==> src/rtl/ls1u_uart_dport_if.sv <==
// rtl/ls1u_uart_dport_if.sv - CPU data-port bus bundle for the UART responder
interface ls1u_uart_dport_if;
  logic       sel;
  logic [1:0] addr;
  logic       dread;
  logic       dwrite;
  logic [7:0] wdata;
  logic [7:0] rdata;
  logic       wait_o;
  logic       irq;

  modport master (
    output sel, addr, dread, dwrite, wdata,
    input  rdata, wait_o, irq
  );

  modport slave (
    input  sel, addr, dread, dwrite, wdata,
    output rdata, wait_o, irq
  );
endinterface

==> src/rtl/ls1u_uart_dport.sv <==
// rtl/ls1u_uart_dport.sv - 8N1 UART responder on the LS1u CPU data port with TX/RX FIFOs
module ls1u_uart_dport #(
  parameter logic [15:0] CLK_DIV_DEFAULT = 16'd433,
  parameter int unsigned FIFO_AWIDTH     = 3
) (
  input  logic             clk,
  input  logic             rstn,
  ls1u_uart_dport_if.slave bus,
  input  logic             uart_rx,
  output logic             uart_tx
);
  localparam int unsigned   DEPTH   = 1 << FIFO_AWIDTH;
  localparam int unsigned   PW      = FIFO_AWIDTH + 1;
  localparam logic [15:0]   DIV_MIN = 16'd15;
  localparam logic [PW-1:0] PTR_ONE = {{FIFO_AWIDTH{1'b0}}, 1'b1};

  typedef enum logic [1:0] {ST_IDLE, ST_START, ST_DATA, ST_STOP} state_t;

  logic [15:0]   r_div;
  logic [15:0]   w_div_wr;
  logic          r_overrun;
  logic          r_frame_err;

  logic [7:0]    r_tx_mem [DEPTH];
  logic [PW-1:0] r_tx_wptr;
  logic [PW-1:0] r_tx_rptr;
  state_t        r_tx_state;
  state_t        w_tx_state_n;
  logic [15:0]   r_tx_div;
  logic [15:0]   r_tx_cnt;
  logic [2:0]    r_tx_bit;
  logic          r_tx_line;
  logic          w_tx_line_n;
  logic          w_tx_load;
  logic          w_tx_pop;
  logic          w_tx_done;
  logic          w_tx_more;
  logic [7:0]    w_tx_head;

  logic [7:0]    r_rx_mem [DEPTH];
  logic [PW-1:0] r_rx_wptr;
  logic [PW-1:0] r_rx_rptr;
  state_t        r_rx_state;
  state_t        w_rx_state_n;
  logic [15:0]   r_rx_div;
  logic [15:0]   r_rx_cnt;
  logic [2:0]    r_rx_bit;
  logic [7:0]    r_rx_shift;
  logic          r_rx_s1;
  logic          r_rx_s2;
  logic          r_rx_prev;
  logic          w_rx_fall;
  logic          w_rx_mid;
  logic          w_rx_end;
  logic          w_rx_load;
  logic          w_rx_clr;
  logic          w_rx_shift_en;
  logic          w_rx_push;
  logic          w_ovr_set;
  logic          w_ferr_set;

  logic          w_wr;
  logic          w_rd;
  logic          w_tx_empty;
  logic          w_tx_full;
  logic          w_tx_push;
  logic          w_tx_idle;
  logic          w_rx_nempty;
  logic          w_rx_full;
  logic          w_rx_pop;
  logic          w_stat_rd;
  logic [7:0]    w_status;
  logic [7:0]    w_rdata;

  // A simultaneous read+write is treated as a write only.
  assign w_wr        = bus.sel & bus.dwrite;
  assign w_rd        = bus.sel & bus.dread & ~bus.dwrite;

  assign w_tx_empty  = (r_tx_wptr == r_tx_rptr);
  assign w_tx_full   = (r_tx_wptr[PW-1] != r_tx_rptr[PW-1]) &&
                       (r_tx_wptr[FIFO_AWIDTH-1:0] == r_tx_rptr[FIFO_AWIDTH-1:0]);
  assign w_rx_nempty = (r_rx_wptr != r_rx_rptr);
  assign w_rx_full   = (r_rx_wptr[PW-1] != r_rx_rptr[PW-1]) &&
                       (r_rx_wptr[FIFO_AWIDTH-1:0] == r_rx_rptr[FIFO_AWIDTH-1:0]);

  assign w_tx_push   = w_wr & (bus.addr == 2'd0) & ~w_tx_full;
  assign w_rx_pop    = w_rd & (bus.addr == 2'd0) & w_rx_nempty;
  assign w_stat_rd   = w_rd & (bus.addr == 2'd1);
  assign w_tx_idle   = w_tx_empty & (r_tx_state == ST_IDLE);
  assign w_status    = {3'b000, r_frame_err, r_overrun, w_tx_idle, w_tx_full, w_rx_nempty};

  assign bus.wait_o  = w_wr & (bus.addr == 2'd0) & w_tx_full;
  assign bus.irq     = w_rx_nempty | r_overrun | r_frame_err;
  assign bus.rdata   = w_rdata;
  assign uart_tx     = r_tx_line;

  // Combinational read mux; zero unless the CPU is reading this peripheral.
  always_comb begin
    w_rdata = 8'h00;
    if (bus.sel && bus.dread) begin
      case (bus.addr)
        2'd0:    w_rdata = w_rx_nempty ? r_rx_mem[r_rx_rptr[FIFO_AWIDTH-1:0]] : 8'h00;
        2'd1:    w_rdata = w_status;
        2'd2:    w_rdata = r_div[7:0];
        default: w_rdata = r_div[15:8];
      endcase
    end
  end

  // Merge the written byte into the divider and clamp it to the shortest usable bit period.
  always_comb begin
    w_div_wr = {bus.wdata, r_div[7:0]};
    if (bus.addr == 2'd2) begin
      w_div_wr = {r_div[15:8], bus.wdata};
    end
    if (w_div_wr < DIV_MIN) begin
      w_div_wr = DIV_MIN;
    end
  end

  // Divider register and sticky error flags; a new error wins over a clearing STATUS read.
  always_ff @(posedge clk or negedge rstn) begin
    if (!rstn) begin
      r_div       <= CLK_DIV_DEFAULT;
      r_overrun   <= 1'b0;
      r_frame_err <= 1'b0;
    end else begin
      if (w_wr && bus.addr[1]) begin
        r_div <= w_div_wr;
      end
      if (w_ovr_set) begin
        r_overrun <= 1'b1;
      end else if (w_stat_rd) begin
        r_overrun <= 1'b0;
      end
      if (w_ferr_set) begin
        r_frame_err <= 1'b1;
      end else if (w_stat_rd) begin
        r_frame_err <= 1'b0;
      end
    end
  end

  // FIFO storage; contents need no reset since the pointers define validity.
  always_ff @(posedge clk) begin
    if (w_tx_push) begin
      r_tx_mem[r_tx_wptr[FIFO_AWIDTH-1:0]] <= bus.wdata;
    end
    if (w_rx_push) begin
      r_rx_mem[r_rx_wptr[FIFO_AWIDTH-1:0]] <= r_rx_shift;
    end
  end

  // FIFO pointers; push and pop on the same edge both take effect.
  always_ff @(posedge clk or negedge rstn) begin
    if (!rstn) begin
      r_tx_wptr <= '0;
      r_tx_rptr <= '0;
      r_rx_wptr <= '0;
      r_rx_rptr <= '0;
    end else begin
      if (w_tx_push) r_tx_wptr <= r_tx_wptr + PTR_ONE;
      if (w_tx_pop)  r_tx_rptr <= r_tx_rptr + PTR_ONE;
      if (w_rx_push) r_rx_wptr <= r_rx_wptr + PTR_ONE;
      if (w_rx_pop)  r_rx_rptr <= r_rx_rptr + PTR_ONE;
    end
  end

  // The byte being sent stays at the TX FIFO head until its stop bit ends,
  // so the FIFO slot is only released once the frame has left the line.
  assign w_tx_head = r_tx_mem[r_tx_rptr[FIFO_AWIDTH-1:0]];
  assign w_tx_done = (r_tx_cnt == r_tx_div);
  assign w_tx_more = ((r_tx_rptr + PTR_ONE) != r_tx_wptr);

  // TX next state and the line level for the next cycle.
  always_comb begin
    w_tx_state_n = r_tx_state;
    w_tx_load    = 1'b0;
    w_tx_pop     = 1'b0;
    w_tx_line_n  = 1'b1;
    case (r_tx_state)
      ST_IDLE: begin
        if (!w_tx_empty) begin
          w_tx_state_n = ST_START;
          w_tx_load    = 1'b1;
        end
      end
      ST_START: begin
        w_tx_line_n = 1'b0;
        if (w_tx_done) w_tx_state_n = ST_DATA;
      end
      ST_DATA: begin
        w_tx_line_n = w_tx_head[r_tx_bit];
        if (w_tx_done && (r_tx_bit == 3'd7)) w_tx_state_n = ST_STOP;
      end
      default: begin
        if (w_tx_done) begin
          w_tx_pop = 1'b1;
          if (w_tx_more) begin
            w_tx_state_n = ST_START;
            w_tx_load    = 1'b1;
          end else begin
            w_tx_state_n = ST_IDLE;
          end
        end
      end
    endcase
  end

  // TX state register.
  always_ff @(posedge clk or negedge rstn) begin
    if (!rstn) r_tx_state <= ST_IDLE;
    else       r_tx_state <= w_tx_state_n;
  end

  // TX bit timer, bit index and registered line; the divider is latched per frame.
  always_ff @(posedge clk or negedge rstn) begin
    if (!rstn) begin
      r_tx_cnt  <= '0;
      r_tx_div  <= CLK_DIV_DEFAULT;
      r_tx_bit  <= '0;
      r_tx_line <= 1'b1;
    end else begin
      r_tx_line <= w_tx_line_n;
      if (w_tx_load) begin
        r_tx_cnt <= '0;
        r_tx_div <= r_div;
        r_tx_bit <= '0;
      end else if (r_tx_state != ST_IDLE) begin
        if (w_tx_done) begin
          r_tx_cnt <= '0;
          if (r_tx_state == ST_DATA) r_tx_bit <= r_tx_bit + 3'd1;
        end else begin
          r_tx_cnt <= r_tx_cnt + 16'd1;
        end
      end
    end
  end

  // Two-flop synchroniser on the pin plus one delayed copy for edge detection.
  always_ff @(posedge clk or negedge rstn) begin
    if (!rstn) begin
      r_rx_s1   <= 1'b1;
      r_rx_s2   <= 1'b1;
      r_rx_prev <= 1'b1;
    end else begin
      r_rx_s1   <= uart_rx;
      r_rx_s2   <= r_rx_s1;
      r_rx_prev <= r_rx_s2;
    end
  end

  assign w_rx_fall = r_rx_prev & ~r_rx_s2;
  assign w_rx_mid  = (r_rx_cnt == {1'b0, r_rx_div[15:1]});
  assign w_rx_end  = (r_rx_cnt == r_rx_div);

  // RX next state and sampling decisions.
  always_comb begin
    w_rx_state_n  = r_rx_state;
    w_rx_load     = 1'b0;
    w_rx_clr      = 1'b0;
    w_rx_shift_en = 1'b0;
    w_rx_push     = 1'b0;
    w_ovr_set     = 1'b0;
    w_ferr_set    = 1'b0;
    case (r_rx_state)
      ST_IDLE: begin
        if (w_rx_fall) begin
          w_rx_state_n = ST_START;
          w_rx_load    = 1'b1;
        end
      end
      ST_START: begin
        if (w_rx_mid) begin
          w_rx_clr     = 1'b1;
          w_rx_state_n = r_rx_s2 ? ST_IDLE : ST_DATA;
        end
      end
      ST_DATA: begin
        if (w_rx_end) begin
          w_rx_clr      = 1'b1;
          w_rx_shift_en = 1'b1;
          if (r_rx_bit == 3'd7) w_rx_state_n = ST_STOP;
        end
      end
      default: begin
        if (w_rx_end) begin
          w_rx_clr     = 1'b1;
          w_rx_state_n = ST_IDLE;
          if (!r_rx_s2)       w_ferr_set = 1'b1;
          else if (w_rx_full) w_ovr_set  = 1'b1;
          else                w_rx_push  = 1'b1;
        end
      end
    endcase
  end

  // RX state register.
  always_ff @(posedge clk or negedge rstn) begin
    if (!rstn) r_rx_state <= ST_IDLE;
    else       r_rx_state <= w_rx_state_n;
  end

  // RX bit timer, bit index and LSB-first shift register.
  always_ff @(posedge clk or negedge rstn) begin
    if (!rstn) begin
      r_rx_cnt   <= '0;
      r_rx_div   <= CLK_DIV_DEFAULT;
      r_rx_bit   <= '0;
      r_rx_shift <= '0;
    end else begin
      if (w_rx_load) begin
        r_rx_cnt <= '0;
        r_rx_div <= r_div;
        r_rx_bit <= '0;
      end else if (w_rx_clr) begin
        r_rx_cnt <= '0;
      end else if (r_rx_state != ST_IDLE) begin
        r_rx_cnt <= r_rx_cnt + 16'd1;
      end
      if (w_rx_shift_en) begin
        r_rx_shift <= {r_rx_s2, r_rx_shift[7:1]};
        r_rx_bit   <= r_rx_bit + 3'd1;
      end
    end
  end
endmodule

==> src/flat_wrapper.sv <==
// flat-port wrapper written by rule: the top's interface ports become plain ports
module ls1u_uart_dport_flat 
#(
  parameter logic [15:0] CLK_DIV_DEFAULT = 16'd433,
  parameter int unsigned FIFO_AWIDTH     = 3
)
  (clk, rstn, uart_rx, uart_tx, bus_sel, bus_addr, bus_dread, bus_dwrite, bus_wdata, bus_rdata, bus_wait_o, bus_irq);
  ls1u_uart_dport_if bus_i ();
  input  logic clk;
  input  logic rstn;
  input  logic uart_rx;
  output logic uart_tx;
  input wire logic [$bits(bus_i.sel)-1:0] bus_sel;
  input wire logic [$bits(bus_i.addr)-1:0] bus_addr;
  input wire logic [$bits(bus_i.dread)-1:0] bus_dread;
  input wire logic [$bits(bus_i.dwrite)-1:0] bus_dwrite;
  input wire logic [$bits(bus_i.wdata)-1:0] bus_wdata;
  output wire logic [$bits(bus_i.rdata)-1:0] bus_rdata;
  output wire logic [$bits(bus_i.wait_o)-1:0] bus_wait_o;
  output wire logic [$bits(bus_i.irq)-1:0] bus_irq;
  assign bus_i.sel = bus_sel;
  assign bus_i.addr = bus_addr;
  assign bus_i.dread = bus_dread;
  assign bus_i.dwrite = bus_dwrite;
  assign bus_i.wdata = bus_wdata;
  assign bus_rdata = bus_i.rdata;
  assign bus_wait_o = bus_i.wait_o;
  assign bus_irq = bus_i.irq;
  ls1u_uart_dport #(.CLK_DIV_DEFAULT(CLK_DIV_DEFAULT), .FIFO_AWIDTH(FIFO_AWIDTH)) u_core (.clk(clk), .rstn(rstn), .bus(bus_i), .uart_rx(uart_rx), .uart_tx(uart_tx));
endmodule
==> config.mk <==
export PLATFORM = sky130hd
export DESIGN_NAME = ls1u_uart_dport_flat
export DESIGN_NICKNAME = d
export VERILOG_FILES = /design/src/rtl/ls1u_uart_dport_if.sv /design/src/rtl/ls1u_uart_dport.sv /design/src/flat_wrapper.sv
export SDC_FILE = /design/constraint.sdc
export NUM_CORES = 1
export LEC_CHECK = 0
export CORE_ASPECT_RATIO = 0.5
export CORE_UTILIZATION = 57
export DETAILED_ROUTE_END_ITERATION = 6
export DONT_BUFFER_PORTS = 1
export PLACE_DENSITY = 0.76
export REMOVE_ABC_BUFFERS = 1
export SYNTH_ARGS = -nofsm -noshare
export SYNTH_HDL_FRONTEND = slang
export SYNTH_SLANG_ARGS = --single-unit
==> constraint.sdc <==
create_clock -name clk -period 3.1 [get_ports clk]
set_clock_uncertainty 0.05 [all_clocks]
set_input_delay 0.31 -clock clk [delete_from_list [all_inputs] [get_ports clk]]
set_output_delay 0.31 -clock clk [all_outputs]
set_load 0.1 [all_outputs]
==> flow_summary.yaml, run 1 <==
outcome:
  status: "complete, no violations"
finish:
  multiInputGateArea_mm2: 0.004293
  area_growth_pct: 13.16
  finalNetCount: 894
  fill_cells: 1343
  register_area_mm2: 0.006873
  antennaDiodeCount: 0
  drive_gt1_frac: 0.2420
  fin_area_mm2: 0.01290
placed_design:
  dp_hpwl_mm: 15.48
  gp_congestion: 0.8717
  numPortBuffers: 0
  placed_cell_area_mm2: 0.01197
  dp_slack_ns: 0.4576
synth:
  synth_simple_gate_area_share: 0.09932
  yosysSeqAreaShare: 0.6026
  syn_inst: 836
  synth-compound-area-share: 0.06321
  synth-edff-count: 128
  syn_area_mm2: 0.01140
  synthTopCellsByArea: "edfxtp_1 (34%), dfrtp_1 (22%), mux2_2 (6.0%), mux4_2 (5.9%), dfstp_2 (4.4%)"
  synth_top_family_by_area: "multiplexers"
  synth_common_cells: "edfxtp_1 (128), dfrtp_1 (101), mux2_2 (61), nand2_1 (53), nor2_1 (47)"
  synth_top_cell_area_share: 0.3371
  yosysWarnings: 0
  post-synth-top-count-cell: "edfxtp_1"
  synthFlopType: "edfxtp_1"
  synth_xor_area_frac: 0.05740
  async_reset_ff_frac: 0.4839
  synth_seq_cells: 248
  synth_fa_ha_area_frac: 0.01536
  synthMuxAreaShare: 0.1362
  avgSynthCellArea_um2: 13.64
  synth_cell_type_count: 67
  synth_top_area_cell: "edfxtp_1"
setup_path:
  cp_max_fo: 8
  critPathKind: "flip-flop to output port"
  cp.arrival_ns: 2.63
  critPathRequiredTime_ns: 2.74
  critPathCaptureType: "output port"
  cp-start-kind: "flip-flop"
drt:
  ant_nets: 0
  viasPerCell: 6.054
  drt_iter0_drc: 625
  routedWlPerCell_um: 21.33
  wirelength_mm: 24.44
  dr_total_vias: 6938
  first_pass_iters: 7
  drcViolationCount: 0
floorplan:
  start_util: 0.5846
  rows: 36
  die_h_um: 102.0
  die_area_mm2: 0.02061
  core_mm2: 0.01950
  fp.dieW_um: 202.0
  io_pins: 27
timing:
  period_minus_slack_ns: 2.993
  setup_tns_ns: 0
  post-route-period-util: 0.9656
  slew_headroom: 0.3946
  fmax_ghz: 0.3341
  finalWorstSetupSlack_ns: 0.1067
  rsz0062_at_grt: "no"
  setup_violations: 0
  final_max_slew_viol_count: 0
  worst_pin_slew_ns: 0.9012
  timing_hold_violations_final: 0
global_routing:
  grt_usage: 0.2451
  grt_max_degree: 121
  grt_pass1_vias: 6815
  grt_first_pass_wirelength_mm: 38.56
  grt-ovfl-total: 0
  grt_antenna_before_repair: 1
pwr:
  cellPowerDensity_mw_per_mm2: 796.4
  cellLeakagePower_nw: 4.972
  ir_worst_vdd_v: 0.0003276
cts:
  cts.clk_slew.worst_paths_ns: 0.07
  clockBufferDepth: 3
  cts_tree: "done"
  clock-root-buffer: "clkbuf_16"
  cts_buffers: 22
  clk_latency_ns: 0.51
  clock-sinks: 248
  htreeDepth: 1
worst_hold_path:
  hp-class: "primary input to flip-flop"
run:
  maxCapViolCount: 0
## metrics by stage
step | std cells | hold slack, ns | power, mW | util
after global routing | 1146 | 0.03267 | 10.74 | 0.6615
after CTS | 1143 | 0.01881 | 10.25 | 0.6596
final | 1146 | 0.03406 | 10.27 | 0.6615
after global placement | 1092 | -0.03145 | 7.213 | 0.6139
after floorplan | 785 | -0.03559 | 6.531 | -
after detailed placement | 1092 | -0.03297 | 7.304 | 0.6139
## critical path, stage by stage (launching register included)
cell and delay (ns):
dfrtp_1 0.52, xnor2_1 0.20, and4_1 0.20, or3_1 0.39
o22a_1 0.25, nor3_2 0.33, buf_16 0.22
## cells by family after synthesis
| kind of cell | after synthesis |
|---|---|
| flops | 248 |
| simple gates | 222 |
| mux | 110 |
| compound gates | 104 |
| xor+xnor | 73 |
| buf+inv | 65 |
| fa+ha+maj | 14 |
## registers in the layout, indices dropped and copies added (netlist names), 2 cells and up
name,flops
u_core.r_div,16
u_core.r_rx_bit,3
u_core.r_rx_cnt,16
u_core.r_rx_div,16
u_core.r_rx_mem,64
u_core.r_rx_rptr,4
u_core.r_rx_shift,8
u_core.r_rx_state,2
u_core.r_rx_wptr,4
u_core.r_tx_bit,3
u_core.r_tx_cnt,16
u_core.r_tx_div,16
u_core.r_tx_mem,64
u_core.r_tx_rptr,4
u_core.r_tx_state,2
u_core.r_tx_wptr,4
## per-layer routing
layer,track usage,vias to the layer above,wire length (µm)
met2,0.4007,206,11610
met5,0,-,10
li1,-,3173,-
met4,0.07226,2,574
met1,0.3462,3506,10960
met3,0.03795,51,1288
## power by group
group / switching, mW / total [mW] / internal, mW
clock: 1.23 / 2.88 / 1.65
sequential: 0.669 / 4.63 / 3.96
combinational: 1.43 / 2.77 / 1.34
## cell type report
class / instances / share of cell area
Sequential cell: 248 / 0.5327
Multi-Input combinational cell: 523 / 0.3328
Clock buffer: 27 / 0.04655
Timing Repair Buffer: 55 / 0.04597
Tap cell: 266 / 0.02580
Clock inverter: 13 / 0.01212
Inverter: 14 / 0.004073
## worst paths after layout
| kind | startpoint | to | slack (ns) | cells past startpoint |
|---|---|---|---|---|
| min in group asynchronous | rstn | u_core.r_tx_bit[0] | 0.34 | 2 |
| worst max register to register | u_core.r_rx_cnt[2] | u_core.r_rx_mem[0][0] | 0.45 | 8 |
| worst min register to register | u_core.r_rx_s1 | u_core.r_rx_s2 | 0.31 | 0 |
| worst min-delay path | bus_dwrite | u_core.r_frame_err | 0.03 | 3 |
| max in group asynchronous | rstn | u_core.r_rx_shift[0] | 2.15 | 2 |
| worst max-delay path | u_core.r_rx_wptr[2] | bus_rdata[4] | 0.11 | 6 |
## placed cells by master, fill, tap and decap left out, types with 6 or more instances in the layout
master / n
dfstp_2: 19
buf_4: 35
xnor2_1: 32
nand2b_1: 8
nor4_1: 16
o211ai_1: 8
a31oi_1: 9
xor2_1: 39
inv_1: 14
edfxtp_1: 128
nor2_1: 43
mux4_2: 30
a21oi_1: 23
nand4_1: 15
o22a_1: 6
nor2b_1: 9
o21ai_0: 21
buf_12: 6
nor3_1: 14
nand2_1: 53
or3_1: 10
nand3_1: 24
a22o_1: 6
dlygate4sd3_1: 10
clkbuf_16: 23
mux2_2: 61
dfrtp_1: 99
ha_1: 14
mux2i_1: 19
## repair_timing
| action | 4_1_cts | 5_1_grt |
|---|---|---|
| setup buffers | 0 | 3 |
| endpoints found under the setup margin | 5 | 6 |
| hold buffers | 11 | 0 |
| endpoints found under the hold margin | 201 | 0 |
| pin swaps | 0 | 0 |
| resized for setup | 2 | 1 |
Note: power is estimated with default switching activity, not from simulation.
==> run 2: changes to the inputs <==
Settings changed: ABC_CLOCK_PERIOD_IN_PS set to 2550.
Clock period 3.1 ns to 2.55 ns, I/O delays scaled along.
==> run 2 against run 1 <==
The run now ends with hold timing, setup timing left. Flip-flop and latch count unchanged. Sequential share of layout area is 1.5 points lower. Core utilization rose by 1.9 points. Non-clock buffer count up 32. Clock power increased by 18%. Die area unchanged. Combinational power up 39%. Count of clock-buffer cells in the layout is 4 higher. Total power grew 24%. Global-route usage is 0.55 points higher. First-iteration DRC count decreased by 24%. Largest power group unchanged.
==> flow_summary.yaml, run 2 (synthesized netlist as in run 1, its figures left out) <==
cts:
  clock-root-buffer: "clkbuf_16"
  clockBufferDepth: 3
  clock-sinks: 248
  clk_latency_ns: 0.51
  htreeDepth: 1
  cts_tree: "done"
  cts_buffers: 22
  cts_hold_buf: 12
  cts.clk_slew.worst_paths_ns: 0.07
setup_path:
  critPathRequiredTime_ns: 2.25
  cp.arrival_ns: 2.40
  r2r-start: "u_core.r_tx_rptr[0]"
  critPathKind: "flip-flop to output port"
  cp_max_fo: 7
  cp-start-kind: "flip-flop"
  r2r_setup_slack_ns: 0.12
  critPathCaptureType: "output port"
  rr_endpoint: "u_core.r_tx_cnt[9]"
  r2r_cells: 7
global_routing:
  grt_busiest_layer: "met2"
  grt_usage: 0.2506
  grt-ovfl-total: 0
  grt_first_pass_wirelength_mm: 39.67
  grt_use_met1: 0.3474
  grt_antenna_before_repair: 1
  grt_pass1_vias: 7164
  met2_usage: 0.4293
  grt_max_degree: 121
  grt_use_met3: 0.03858
outcome:
  status: "finished with violations"
  violations: "hold timing, setup timing"
drt:
  first_pass_iters: 5
  viasPerCell: 6.072
  wirelength_mm: 25.17
  drt_iter0_drc: 473
  drcViolationCount: 0
  dr_total_vias: 7147
  ant_nets: 0
  routedWlPerCell_um: 21.38
timing:
  worst_pin_slew_ns: 0.8595
  rsz0062_at_grt: "yes"
  post-route-period-util: 1.060
  finalWorstSetupSlack_ns: -0.1538
  timing_hold_violations_final: 120
  final_max_slew_viol_count: 0
  slew_headroom: 0.4256
  period_minus_slack_ns: 2.704
  fmax_ghz: 0.3698
  whs_ns: -0.6094
  setup_violations: 8
pwr:
  ir_worst_vdd_v: 0.0005903
  p_seq_frac: 0.432
  swShare: 0.3211
  clkPwrFrac: 0.266
  p_switching_mw: 4.106
  power_frac_comb: 0.302
  p_int_mw: 8.680
  finalPower_mw: 12.79
  cellPowerDensity_mw_per_mm2: 963.0
  cellLeakagePower_nw: 5.169
finish:
  final_cell_mix: "edfxtp_1 (128), dfrtp_1 (95), buf_4 (62)"
  finalNetCount: 926
  antennaDiodeCount: 0
  drive_gt1_frac: 0.2920
  area_growth_pct: 16.45
  layout_commonest_cell: "edfxtp_1"
placed_design:
  dp_slack_ns: 0.1281
  gp_congestion: 0.8579
  numPortBuffers: 0
  dp_hpwl_mm: 16.37
floorplan:
  io_pins: 27
  rows: 36
  start_util: 0.5846
  fp.dieW_um: 202.0
  die_area_mm2: 0.02061
  core_mm2: 0.01950
  die_h_um: 102.0
worst_hold_path:
  hp-class: "primary input to asynchronous set/reset pin"
run:
  maxCapViolCount: 0
## run 2: repair_timing
action | CTS | global route
endpoints found under the setup margin | 9 | 20
gates resized for setup | 21 | 16
pin swaps | 13 | 7
buffers inserted | 2 | 4
cloned | 1 | 0
hold endpoints to repair | 203 | 120
## run 2: per-stage QoR
step	instance area [µm²]	instances	setup TNS, ns	utilization	hold slack [ns]
finish	13280	1177	-0.9781	0.6807	-0.6094
global route	13280	1177	-1.620	0.6807	-0.6271
CTS	13210	1173	-1.280	0.6771	-0.6219
detailed placement	12210	1119	0	0.6262	-0.08818
global placement	12210	1119	0	0.6262	-0.08676
floorplan	11160	785	-70.20	-	-0.09059
## run 2: power by group through the flow
stage / sequential [mW] / combinational, mW / clock (mW)
final: 5.53 / 3.86 / 3.40
after global placement: 5.54 / 3.44 / 0
after floorplan: 5.53 / 2.41 / 0
after global routing: 5.59 / 4.17 / 3.59
after CTS: 5.51 / 3.78 / 3.44
after detailed placement: 5.57 / 3.56 / 0
## run 2: metal layers
layer	vias up	routed length, µm
met5	-	0
met4	0	391
met3	38	1385
met2	225	12340
met1	3648	11050
li1	3236	-
## run 2: cell type report
cell class	count	area, µm²
flip-flops and latches	248	6878
repair buffers	87	857.1
well taps	266	332.8
inverters	14	52.55
clock buffers	31	648.1
multi-input cells	523	4419
clock inverters	8	88.84
fillers	1293	6227
## run 2: how the worst max path moves through the flow
stage / start / end / slack, ns / cells past startpoint
floorplan: u_core.r_tx_rptr[0] / bus_wait_o / -2.52 / 3
detailed placement: u_core.r_rx_div[4] / u_core.r_rx_shift[0] / 0.13 / 6
global placement: u_core.r_rx_div[6] / u_core.r_rx_mem[0][4] / 0.16 / 8
global route: u_core.r_rx_rptr[0] / bus_rdata[5] / -0.22 / 8
CTS: u_core.r_rx_rptr[0] / bus_rdata[4] / -0.21 / 6
finish: u_core.r_rx_rptr[0] / bus_rdata[3] / -0.15 / 6
## run 2: critical path: stages (launching register included)
cell       delay, ns
dfrtp_2         0.45
clkbuf_16       0.19
mux4_2          0.52
mux2i_2         0.24
o22a_1          0.23
nor3_4          0.06
clkbuf_16       0.21
==> run 3: changes to the inputs <==
Settings changed: CORE_MARGIN set to 5.
==> run 3 against run 2 <==
The flow still finishes with violations (hold timing, setup timing). Non-clock buffer count fell by 1. Wire length rose by 3.3%. First-iteration DRC count rose by 29%. Count of clock-buffer cells in the layout fell by 4. Sequential power barely moved. Die area rose by 12%. Hold slack improved by 0.017 ns. Sequential share of layout area fell by 0.17 points. Combinational power rose by 2%. Global-route usage fell by 1.7 points.
==> flow_summary.yaml, run 3 (synthesized netlist as in run 1, its figures left out) <==
floorplan:
  io_pins: 27
  rows: 36
  die_h_um: 110.0
  die_area_mm2: 0.02310
  core_mm2: 0.01955
  fp.dieW_um: 210.0
  start_util: 0.5832
placed_design:
  dp_hpwl_mm: 16.18
  dp_slack_ns: 0.03868
  placed_cell_area_mm2: 0.01223
  numPortBuffers: 0
  gp_congestion: 0.8789
drt:
  drt_iter0_drc: 611
  ant_nets: 0
  routedWlPerCell_um: 22.09
  first_pass_iters: 5
  dr_total_vias: 7267
  drcViolationCount: 0
  wirelength_mm: 26.00
  viasPerCell: 6.174
finish:
  postLayoutCoreUtil: 0.6816
  layout_commonest_cell: "edfxtp_1"
  area_growth_pct: 16.88
  finalNetCount: 925
  antennaDiodeCount: 0
  drive_gt1_frac: 0.3019
  final_cell_mix: "edfxtp_1 (128), dfrtp_1 (93), mux2_2 (61)"
  fin_area_mm2: 0.01333
cts:
  cts_tree: "done"
  clock-root-buffer: "clkbuf_16"
  clk_latency_ns: 0.50
  cts_buffers: 22
  clock-sinks: 248
  cts.clk_slew.worst_paths_ns: 0.07
  htreeDepth: 1
  cts_hold_buf: 11
  clockBufferDepth: 3
setup_path:
  critPathRequiredTime_ns: 2.25
  critPathCaptureType: "output port"
  cp.arrival_ns: 2.50
  cp-start-kind: "flip-flop"
  critPathKind: "flip-flop to output port"
  cp_max_fo: 8
timing:
  fmax_ghz: 0.3562
  post-route-period-util: 1.101
  finalWorstSetupSlack_ns: -0.2576
  slew_headroom: 0.4537
  final_max_slew_viol_count: 0
  whs_ns: -0.5920
  timing_hold_violations_final: 120
  rsz0062_at_grt: "yes"
  setup_violations: 8
  worst_pin_slew_ns: 0.8175
  period_minus_slack_ns: 2.808
global_routing:
  grt_usage: 0.2335
  grt_antenna_before_repair: 0
  grt_pass1_vias: 7361
  grt_first_pass_wirelength_mm: 41.86
  grt_max_degree: 121
  grt-ovfl-total: 0
outcome:
  violations: "hold timing, setup timing"
  status: "finished with violations"
pwr:
  cellLeakagePower_nw: 5.165
  cellPowerDensity_mw_per_mm2: 961.6
  ir_worst_vdd_v: 0.0004635
run:
  maxCapViolCount: 0
worst_hold_path:
  hp-class: "primary input to asynchronous set/reset pin"
[run 3: final timing paths]
check / startpoint / to / slack (ns) / cells after the start
worst max-delay path: u_core.r_rx_rptr[0] / bus_rdata[6] / -0.26 / 8
worst min-delay path: rstn / u_core.r_rx_div[12] / -0.59 / 0
worst max register to register: u_core.r_tx_rptr[0] / u_core.r_tx_cnt[12] / 0.13 / 7
worst min register to register: u_core.r_rx_s1 / u_core.r_rx_s2 / 0.31 / 0
max in group asynchronous: rstn / u_core.uart_tx / 2.79 / 0
min in group clk: bus_addr[0] / u_core.r_div[0] / 0.04 / 2
[run 3: routing by layer]
layer,track usage,up-vias,part of all wire
li1,-,3231,-
met2,0.3995,289,0.49
met5,0,-,0
met3,0.03336,58,0.064
met1,0.3248,3689,0.42
met4,0.05724,0,0.024
[run 3: stage by stage]
stage	cells	hold slack (ns)	power, mW	TNS (ns)
after floorplan	785	-0.09059	7.940	-70.20
final	1177	-0.5920	12.81	-1.523
after global routing	1177	-0.6194	13.43	-2.323
after detailed placement	1119	-0.08827	9.112	0
after global placement	1119	-0.08312	9.003	0
after CTS	1175	-0.6242	12.75	-1.659
[run 3: what timing repair did]
| action | in CTS | in global routing |
|---|---|---|
| hold endpoints to repair | 203 | 120 |
| setup buffers | 4 | 3 |
| endpoints found under the setup margin | 14 | 51 |
| gates resized for setup | 20 | 23 |
| gates cloned | 1 | 0 |
| pin swaps | 6 | 10 |
[run 3: power by group]
part | internal [mW] | total [mW] | switching [mW]
sequential | 4.82 | 5.53 | 0.703
combinational | 1.93 | 3.92 | 2.00
clock | 1.89 | 3.36 | 1.48
total | 8.64 | 12.8 | 4.18
[run 3: cell type report]
cell class                      instances  area [µm²]
Inverter                               14       52.55
Sequential cell                       248        6880
Timing Repair Buffer                   86       875.8
Fill cell                            1290        6223
Multi-Input combinational cell        523        4446
Clock buffer                           27       631.9
Tap cell                              266       332.8
Clock inverter                         13       106.4
[run 3: critical path, cell delays in order, from the launching register on]
cell and delay (ns):
dfrtp_2 0.44, buf_4 0.15, buf_12 0.13, mux4_2 0.56, mux2i_4 0.20, nor2_1 0.10, a21oi_1 0.16, nor2_2 0.08
buf_12 0.17
==> RTL edit 1, RTL diff (config.mk and constraints of run 2) <==
Re-encode `state_t` (4 states) as one-hot, 4 bits wide.
--- a/src/rtl/ls1u_uart_dport.sv
+++ b/src/rtl/ls1u_uart_dport.sv
@@ -16,3 +16,3 @@
 
-  typedef enum logic [1:0] {ST_IDLE, ST_START, ST_DATA, ST_STOP} state_t;
+  typedef enum logic [3:0] {ST_IDLE = 4'b0001, ST_START = 4'b0010, ST_DATA = 4'b0100, ST_STOP = 4'b1000} state_t;
 
Behaviour: no difference found for any inputs over 4 cycles, from zero or initial values and one cycle with rstn low; so few cycles prove little.
==> RTL edit 1 against run 2 <==
  * The flow still finishes with violations (hold timing, setup timing)
  * Register-to-register slack lost 40 ps
  * Sequential share of layout area decreased by 0.49 points
  * Sequential cell count is 4 higher
  * Total power grew 4.5%
  * Synthesized cell count fell by 0.24%
  * Area after synthesis up 0.32%
  * Routed wire length grew 6.2%
  * Design area rose by 2.4%
  * Die area grew 0.31%
  * Maximum frequency decreased by 0.25%
  * Final cell count grew 1.9%
  * Clock power is 4% higher
  * Worst setup slack got worse by 6.7 ps
  * Critical path type unchanged
==> RTL edit 1: results (changes against run 2) <==
status=finished, violations left; failing checks=hold timing, setup timing; Net Sw Power=4.352 mW (+6.0%); DP Worst Slack=-14.23 ps (-142.3 ps); total negative slack=-1053 ps (-74.78 ps); sequential cells=252 (+1.6%); peak supply drop=579.4 µV (-1.8%); final hold violations=124 (+3.3%); FILL cells=1302 (+0.70%); postcts setup bufs=6 (+4); Leak=5.226 nW (+1.1%); worst r2r src=u_core.r_rx_div[8]; nonclk buf count=101 (+16%); ranking of synthesized cells by area=edfxtp_1 34%, dfrtp_1 23%, mux2_2 6.1%, mux4_2 5.9%, dfstp_2 4.8%; Clock power frac=0.265 (about the same); Via density=6.128 (+0.91%); Final WS setup=-160.5 ps (-6.682 ps); FF-to-FF setup slack=80 ps (-40 ps); final setup fails=8 (unchanged); layout clock buffer count=28 (-9.7%); Sw Ratio=0.3256 (+0.004490); Commonest cells post-synth=128 x edfxtp_1, 103 x dfrtp_1, 62 x mux2_2; Cell Count, Final, Fillers Out=1199 (+1.9%); slowest cell delay on critical path=580 ps (+60 ps); Hold WS=-611.1 ps (-1.653 ps)
[RTL edit 1: logic make-up (layout without fill, tap and decap cells)]
logic type / count (synthesis) / count (layout) / synth area share
AND/OR/NAND/NOR: 243 / 243 / 0.1103
buffers and inverters: 54 / 153 / 0.01947
flip-flops: 252 / 252 / 0.6097
XOR/XNOR: 90 / 90 / 0.06892
AO/OA/AOI/OAI: 81 / 81 / 0.05011
multiplexers: 104 / 104 / 0.1306
adder cells (fa/ha/maj): 10 / 10 / 0.01094
[RTL edit 1: metrics by stage]
stage / instance area [µm²] / utilization
2_1_floorplan: 11250 / -
3_3_place_gp: 12390 / 0.6339
3_5_place_dp: 12390 / 0.6339
4_1_cts: 13480 / 0.6894
5_1_grt: 13600 / 0.6956
6_report: 13600 / 0.6956
[RTL edit 1: per-layer routing]
metal	track usage	share of wire	routed length, µm	vias up
met2	0.4484	0.49	13130	257
met1	0.3712	0.42	11330	3769
met4	0.06362	0.022	598	2
met5	0	0.00064	17	-
met3	0.04432	0.062	1670	46
li1	-	-	-	3273
==> RTL edit 2, RTL diff (settings of run 2) <==
Without the edit above. `FIFO_AWIDTH` is set to 3 in 2 places; all go to 2.
--- a/src/rtl/ls1u_uart_dport.sv
+++ b/src/rtl/ls1u_uart_dport.sv
@@ -3,3 +3,3 @@
   parameter logic [15:0] CLK_DIV_DEFAULT = 16'd433,
-  parameter int unsigned FIFO_AWIDTH     = 3
+  parameter int unsigned FIFO_AWIDTH     = 2
 ) (
--- a/src/flat_wrapper.sv
+++ b/src/flat_wrapper.sv
@@ -4,3 +4,3 @@
   parameter logic [15:0] CLK_DIV_DEFAULT = 16'd433,
-  parameter int unsigned FIFO_AWIDTH     = 3
+  parameter int unsigned FIFO_AWIDTH     = 2
 )
Check against the original RTL: not equivalent (Yosys sat finds a counterexample within 10 cycles, from zero or initial values and one cycle with rstn low).
==> RTL edit 2 against run 2 <==
  * The flow finishes with violations (hold timing)
  * Routed wire length fell by 26%
  * Combinational power fell by 14%
  * Sequential share of layout area down 4.5 points
  * Count of clock-buffer cells in the layout fell by 14
  * Critical path depth rose by 2
  * Worst setup slack improved by 190 ps
  * Design area is 23% lower
  * Total power is 19% lower
  * Maximum frequency increased by 7.5%
  * Area after synthesis fell by 24%
  * Non-clock buffer count down 17
  * Sequential cell count decreased by 68
  * Critical endpoint is now bus_rdata[0]
  * Largest cell class unchanged
  * Largest power group unchanged
==> RTL edit 2: results (changes against run 2) <==
ranking of synthesized cells by area=dfrtp_1 28%, edfxtp_1 22%, mux2_2 6.9%, dfstp_2 5.7%, mux4_2 4.7%; Leak=4.124 nW (-20%); DP Area=9333 µm² (-24%); initial antenna violation count=0 (-1); nets@finish=759 (-18%); global-route wire length before repair=29.50 mm (-26%); Seq power=4.33 mW (-22%); Num CTS Buffers=17 (-23%); peak supply drop=613.3 µV (+3.9%); Hold WS=-534.6 ps (+74.84 ps); Worst-Skew Late Latency=430 ps (-80 ps); final hold violations=116 (-3.3%); gpl congestion=0.8142 (-5.1%); synthesized area per cell=12.96 µm² (-4.9%); layout clock buffer count=17 (-45%); clock sink count=180 (-27%); worst r2r src=u_core.r_tx_rptr[1]; FILL cells=964 (-25%); critical path arrival=2210 ps (-190 ps); failing checks=hold timing; largest net degree at the start of global routing=117 (-3.3%); Post-synth EDFFs=64 (-50%); status=finished, violations left; placed cells=884 (-21%); nonclk buf count=70 (-20%); Clock power frac=0.259 (-0.007)
-- RTL edit 2: cell families (layout without fill, tap and decap cells) --
family,Yosys count,count (layout),share of synthesized area
AOI/OAI and AO/OA,85,85,0.06770
xor gates and xnor gates,67,67,0.06914
adders and majority gates,20,20,0.02881
buffers and inverters,53,119,0.02996
DFF,180,180,0.5582
muxes,84,84,0.1331
and+or+nand+nor,181,181,0.1131
-- RTL edit 2: worst paths after layout --
kind | cells past startpoint | end | slack (ps)
setup / recovery | 8 | bus_rdata[0] | 40
hold / removal | 0 | u_core.r_tx_cnt[12] | -530
setup reg to reg | 9 | u_core.r_tx_cnt[14] | 100
hold reg to reg | 0 | u_core.r_rx_s2 | 310
max in group asynchronous | 0 | u_core.r_rx_s1 | 2680
min in group clk | 3 | u_core.r_overrun | 40
-- RTL edit 2: layer usage --
layer	share of wire	global-route usage
met1	0.45	0.3412
met5	0	0
met3	0.065	0.05272
met4	0.021	0.09091
met2	0.47	0.4043
